[src/rtl/jtag_tap_pkg.sv]
// Shared TAP definitions: state encoding, opcodes and the 1149.1 next-state function.
package jtag_tap_pkg;

  localparam int IR_LEN_DEF = 4;

  localparam logic [3:0] OP_IDCODE  = 4'b0010;
  localparam logic [3:0] OP_DEBUG   = 4'b1000;
  localparam logic [3:0] OP_BYPASS  = 4'b1111;
  localparam logic [3:0] IR_CAPTURE = 4'b0101;

  typedef enum logic [3:0] {
    TLR, RTI,
    SEL_DR, CAP_DR, SHIFT_DR, EXIT1_DR, PAUSE_DR, EXIT2_DR, UPD_DR,
    SEL_IR, CAP_IR, SHIFT_IR, EXIT1_IR, PAUSE_IR, EXIT2_IR, UPD_IR
  } tap_state_t;

  function automatic tap_state_t tap_next(input tap_state_t s, input logic tms);
    tap_state_t n;
    n = TLR;
    case (s)
      TLR:      n = tms ? TLR      : RTI;
      RTI:      n = tms ? SEL_DR   : RTI;
      SEL_DR:   n = tms ? SEL_IR   : CAP_DR;
      CAP_DR:   n = tms ? EXIT1_DR : SHIFT_DR;
      SHIFT_DR: n = tms ? EXIT1_DR : SHIFT_DR;
      EXIT1_DR: n = tms ? UPD_DR   : PAUSE_DR;
      PAUSE_DR: n = tms ? EXIT2_DR : PAUSE_DR;
      EXIT2_DR: n = tms ? UPD_DR   : SHIFT_DR;
      UPD_DR:   n = tms ? SEL_DR   : RTI;
      SEL_IR:   n = tms ? TLR      : CAP_IR;
      CAP_IR:   n = tms ? EXIT1_IR : SHIFT_IR;
      SHIFT_IR: n = tms ? EXIT1_IR : SHIFT_IR;
      EXIT1_IR: n = tms ? UPD_IR   : PAUSE_IR;
      PAUSE_IR: n = tms ? EXIT2_IR : PAUSE_IR;
      EXIT2_IR: n = tms ? UPD_IR   : SHIFT_IR;
      UPD_IR:   n = tms ? SEL_DR   : RTI;
      default:  n = TLR;
    endcase
    return n;
  endfunction

endpackage

[src/rtl/jtag_sync_edge.sv]
// Two-flop synchronizer for a bundle of pins, with rise/fall detection on bit 0.
// Bit 0 carries the clock-like signal; the remaining bits are only synchronized
// so they arrive with exactly the same latency as the detected edge.
module jtag_sync_edge #(
  parameter int W = 1
) (
  input  logic         clk,
  input  logic         rst,
  input  logic [W-1:0] d,
  output logic [W-1:0] q,
  output logic         rise,
  output logic         fall
);

  logic [W-1:0] meta_p0;
  logic [W-1:0] sync_p1;
  logic         prev_p2;

  // metastability flop -> synchronized flop -> previous value of bit 0
  always_ff @(posedge clk or posedge rst) begin
    if (rst) begin
      meta_p0 <= '0;
      sync_p1 <= '0;
      prev_p2 <= 1'b0;
    end else begin
      meta_p0 <= d;
      sync_p1 <= meta_p0;
      prev_p2 <= sync_p1[0];
    end
  end

  assign q    = sync_p1;
  assign rise = sync_p1[0] & ~prev_p2;
  assign fall = ~sync_p1[0] & prev_p2;

endmodule

[src/rtl/jtag_tap_sampled.sv]
// JTAG TAP controller running entirely in the wb_clk_i domain; TCK is oversampled
// and each detected TCK edge is treated as a one-cycle enable.
module jtag_tap_sampled
  import jtag_tap_pkg::*;
#(
  parameter logic [31:0] IDCODE_VALUE = 32'h149511C3,
  parameter int          IR_LEN       = IR_LEN_DEF
) (
  input  logic        wb_clk_i,
  input  logic        wb_rst_i,
  input  logic        tck_pad_i,
  input  logic        tms_pad_i,
  input  logic        tdi_pad_i,
  output logic        tdo_pad_o,
  output logic        tdo_padoe_o,
  input  logic [31:0] user_capture_i,
  output logic [31:0] user_dr_o,
  output logic        user_update_o,
  output logic        test_logic_reset_o
);

  logic [2:0]        sync_bus;
  logic              tck_rise;
  logic              tck_fall;
  logic              tms_s;
  logic              tdi_s;
  tap_state_t        state;
  tap_state_t        state_nxt;
  logic [IR_LEN-1:0] ir;
  logic [IR_LEN-1:0] ir_sr;
  logic [31:0]       dr_sr;
  logic              bp_sr;
  logic              sel_idcode;
  logic              sel_debug;
  logic              dr_lsb;

  jtag_sync_edge #(.W(3)) u_sync (
    .clk  (wb_clk_i),
    .rst  (wb_rst_i),
    .d    ({tdi_pad_i, tms_pad_i, tck_pad_i}),
    .q    (sync_bus),
    .rise (tck_rise),
    .fall (tck_fall)
  );

  assign tms_s = sync_bus[1];
  assign tdi_s = sync_bus[2];

  // instruction decode and selected-register serial output; unknown opcodes fall to bypass
  always_comb begin
    state_nxt  = tap_next(state, tms_s);
    sel_idcode = (ir == IR_LEN'(OP_IDCODE));
    sel_debug  = (ir == IR_LEN'(OP_DEBUG));
    dr_lsb     = (sel_idcode || sel_debug) ? dr_sr[0] : bp_sr;
  end

  // TAP state machine: capture/shift on TCK rise, TDO drive and update on TCK fall
  always_ff @(posedge wb_clk_i or posedge wb_rst_i) begin
    if (wb_rst_i) begin
      state              <= TLR;
      ir                 <= IR_LEN'(OP_IDCODE);
      ir_sr              <= '0;
      dr_sr              <= '0;
      bp_sr              <= 1'b0;
      tdo_pad_o          <= 1'b0;
      tdo_padoe_o        <= 1'b0;
      user_dr_o          <= '0;
      user_update_o      <= 1'b0;
      test_logic_reset_o <= 1'b1;
    end else begin
      user_update_o <= 1'b0;
      if (tck_rise) begin
        state              <= state_nxt;
        test_logic_reset_o <= (state_nxt == TLR);
        if (state_nxt == TLR) begin
          ir <= IR_LEN'(OP_IDCODE);
        end
        case (state)
          CAP_IR:   ir_sr <= IR_LEN'(IR_CAPTURE);
          SHIFT_IR: ir_sr <= {tdi_s, ir_sr[IR_LEN-1:1]};
          CAP_DR: begin
            if (sel_idcode)     dr_sr <= IDCODE_VALUE;
            else if (sel_debug) dr_sr <= user_capture_i;
            else                bp_sr <= 1'b0;
          end
          SHIFT_DR: begin
            if (sel_idcode || sel_debug) dr_sr <= {tdi_s, dr_sr[31:1]};
            else                         bp_sr <= tdi_s;
          end
          default: ;
        endcase
      end
      if (tck_fall) begin
        tdo_pad_o   <= (state == SHIFT_IR) ? ir_sr[0] : dr_lsb;
        tdo_padoe_o <= (state == SHIFT_IR) || (state == SHIFT_DR);
        if (state == UPD_IR) begin
          ir <= ir_sr;
        end
        if (state == UPD_DR && sel_debug) begin
          user_dr_o     <= dr_sr;
          user_update_o <= 1'b1;
        end
      end
    end
  end

endmodule

[config.mk]
export PLATFORM = sky130hd
export DESIGN_NAME = jtag_tap_sampled
export DESIGN_NICKNAME = d
export VERILOG_FILES = /design/src/rtl/jtag_tap_pkg.sv /design/src/rtl/jtag_sync_edge.sv /design/src/rtl/jtag_tap_sampled.sv
export SDC_FILE = /design/constraint.sdc
export NUM_CORES = 1
export LEC_CHECK = 0
export BUFFER_PORTS_ARGS = -buffer_cell sky130_fd_sc_hd__buf_2
export CORE_ASPECT_RATIO = 0.5
export CORE_MARGIN = 2
export CORE_UTILIZATION = 30
export CTS_CLUSTER_DIAMETER = 30
export DETAILED_ROUTE_END_ITERATION = 10
export SLEW_MARGIN = 20
export SYNTH_ARGS = -nofsm -noshare
export SYNTH_HDL_FRONTEND = slang
export SYNTH_SLANG_ARGS = --single-unit
[constraint.sdc]
create_clock -name wb_clk_i -period 7.3 [get_ports wb_clk_i]
set_input_delay 1.46 -clock wb_clk_i [delete_from_list [all_inputs] [get_ports wb_clk_i]]
set_output_delay 1.46 -clock wb_clk_i [all_outputs]
set_load 0.02 [all_outputs]
==> results by group <==
Outcome
  – Status: finished, final reports clean

Floorplanning
  – Initial Util: 30.8%
  – Die ar.: 0.0140 sq mm
  – CORE AREA: 0.0127 sq mm
  – Die Height: 84.7 microns
  – Rows: 29
  – IO Pins: 73
  – Die width: 165 microns

Clocking
  – Clock Path Buffers: 2
  – Num CTS Buffers: 9
  – Clock Latency Late Sink: 350 ps
  – Cts repair resizes: 0
  – Root Driver: clkbuf_16
  – Setup Buffers After CTS: 0
  – CTS H-tree depth: 3
  – Reg clk slew, reported paths: 60 ps
  – # hold bufs at CTS: 0
  – Clock sinks: 88
  – CTS tree: done

Placed design
  – IO Port Bufs: 72
  – Setup Slack @ Placement: 4710 ps
  – DP Area: 0.00439 sq mm
  – Placer Congestion: 0.783
  – Hpwl dp: 5760 microns

GRT
  – Largest net degree at the start of global routing: 89
  – GRT Resource Usage Total: 13.0%
  – Total gr overflow: 0
  – First-pass GRT wire length: 14100 microns
  – Initial antenna violation count: 0
  – Number of global-route vias before repair: 2740

Critical path
  – Reg2reg path depth: 5
  – Worst EP arrival: 2770 ps
  – Worst path required time: 7560 ps
  – Setup CP Type: flip-flop to flip-flop
  – Crit path capture type: flip-flop
  – Worst-path maximum fanout: 25
  – CP startpoint kind: flip-flop

STA
  – Relative slew margins: 33.9%
  – Final min period: 2510 ps
  – Worst hold slack: 348 ps
  – Final TNS setup: 0 ps
  – Final Cycle Share: 34.4%
  – Worst Skew: 8.27 ps
  – # setup viols final: 0
  – Slew Limit Fails: 0
  – Hold Vio Cnt, Final: 0
  – Unrepaired setup endpoints after global routing: false
  – Max frequency: 398 MHz
  – Final worst setup slack: 4790 ps
  – Worst-Margin Slew: 988 ps

Worst hold path
  – Worst Hold Depth: 0
  – Hold Crit Class: flip-flop to flip-flop

Final layout
  – Multi-input gate area: 0.00155 sq mm
  – Share of layout cells above drive strength 1: 33.4%
  – Post-route cell area: 0.00473 sq mm
  – Nets: 431
  – Register area: 0.00220 sq mm
  – Area Growth Syn to Fin: 21.3%
  – Layout fillers: 1203
  – Ant. Diodes: 0

Detailed routing
  – Vias per cell: 4.75
  – Remaining antenna violation count: 0
  – Routed WL: 8470 microns
  – Initial DRC count: 176
  – Drt drc: 0
  – Average wire per standard cell: 14.9 microns
  – TritonRoute pass-1 iters: 4
  – Vias: 2696

Synthesis
  – Cell taking the most area after synthesis: dfrtp_1
  – Count of cell types in the netlist: 45
  – Commonest cells post-synth: 86 x dfrtp_1, 40 x nand2_1, 30 x mux2_4
  – Yosys top cell area share: 55.1%
  – Cell area after synthesis: 0.00390 sq mm
  – Post-synthesis net count: 368
  – Post-synth ARST share: 100%
  – #FFs+latches synth: 88
  – Most common cell in the synthesized netlist: dfrtp_1
  – Post-synthesis sequential area ratio: 56.5%
  – Top cells by area, synth: dfrtp_1 55%, mux2_4 12%, a22oi_1 3.8%, nand2_1 3.8%, o21ai_1 3.6%
  – Syn_area_per_cell: 11.8 sq um
  – Top FF cell, synth: dfrtp_1
  – Post-synth EDFFs: 0
  – Cells after Synth: 331
  – Synth warn: 0

Power
  – Pwr/cell area: 341 mW/mm^2
  – Total power: 1.61 mW
  – Pleak: 2.34 nW
  – Max rail drop VDD: 117 uV

Job
  – Max_cap viols: 0
## stage by stage
step,std cells,utilization [%]
floorplan,331,-
global placement,553,34.7
detailed placement,553,34.7
CTS,568,37.3
global route,568,37.4
finish,568,37.4
## final timing paths
| kind | startpoint | endpoint | slack (ps) |
|---|---|---|---|
| hold / removal | u_sync.meta_p0[0] | u_sync.q[0] | 350 |
| max in group asynchronous | wb_rst_i | dr_sr[1] | 5460 |
| setup reg to reg | state[0] | dr_sr[25] | 4790 |
| min in group asynchronous | wb_rst_i | user_dr_o[26] | 1330 |
| setup / recovery | state[0] | dr_sr[25] | 4790 |
| hold reg to reg | u_sync.meta_p0[0] | u_sync.q[0] | 350 |
## cells by family (layout without fill, tap and decap cells)
group	Yosys count	after routing	synth area share, %
XOR/XNOR	3	3	0.673
AO/OA/AOI/OAI	97	97	15.6
AND/OR/NAND/NOR	76	76	10.0
flip-flops	88	88	56.5
multiplexers	35	35	12.9
buffers and inverters	32	99	4.23
## layer usage
metal / share of wire [%] / GRT usage [%]
met5: 0 / 0
met4: 1.3 / 3.76
met1: 45 / 16.5
met3: 5.1 / 5.04
met2: 48 / 20.8
## state kept, by name, summed over array words and instances (netlist names)
register	flops
bp_sr	1
u_sync.meta_p0	3
user_dr_o	32
ir	4
u_sync.q	3
dr_sr	32
test_logic_reset_o	1
tdo_padoe_o	1
ir_sr	4
state	4
user_update_o	1
tdo_pad_o	1
u_sync.prev_p2	1
## layout make-up
cell class / count / share of cell area, %
Tap cell: 170 / 4.49
Multi-Input combinational cell: 211 / 32.8
Inverter: 8 / 0.661
Clock inverter: 6 / 2.43
Timing Repair Buffer: 76 / 8.33
Clock buffer: 9 / 4.76
Sequential cell: 88 / 46.6
## layout by cell type (no fill, tap or decap), types with 7 or more instances in the layout
master	Yosys	final
o22ai_1	12	12
nor2_1	9	9
mux2_4	30	30
buf_2	12	72
dfrtp_1	86	86
o21ai_1	28	28
nand2_1	40	40
o21ai_0	10	10
a22oi_1	20	20
a21oi_1	10	10
clkbuf_16	0	9
inv_1	8	7
## worst max-delay path, cell delays in order (launching register included)
cell and delay, ps:
dfrtp_1 860, nor4b_4 150, buf_4 250, a31oi_2 790, a22oi_1 180, o21ai_1 190
## where the power goes
part	internal [mW]	switching [mW]
registers	0.605	0.135
clock network	0.335	0.190
logic	0.150	0.199
Note: power is estimated with default switching activity, not from simulation.
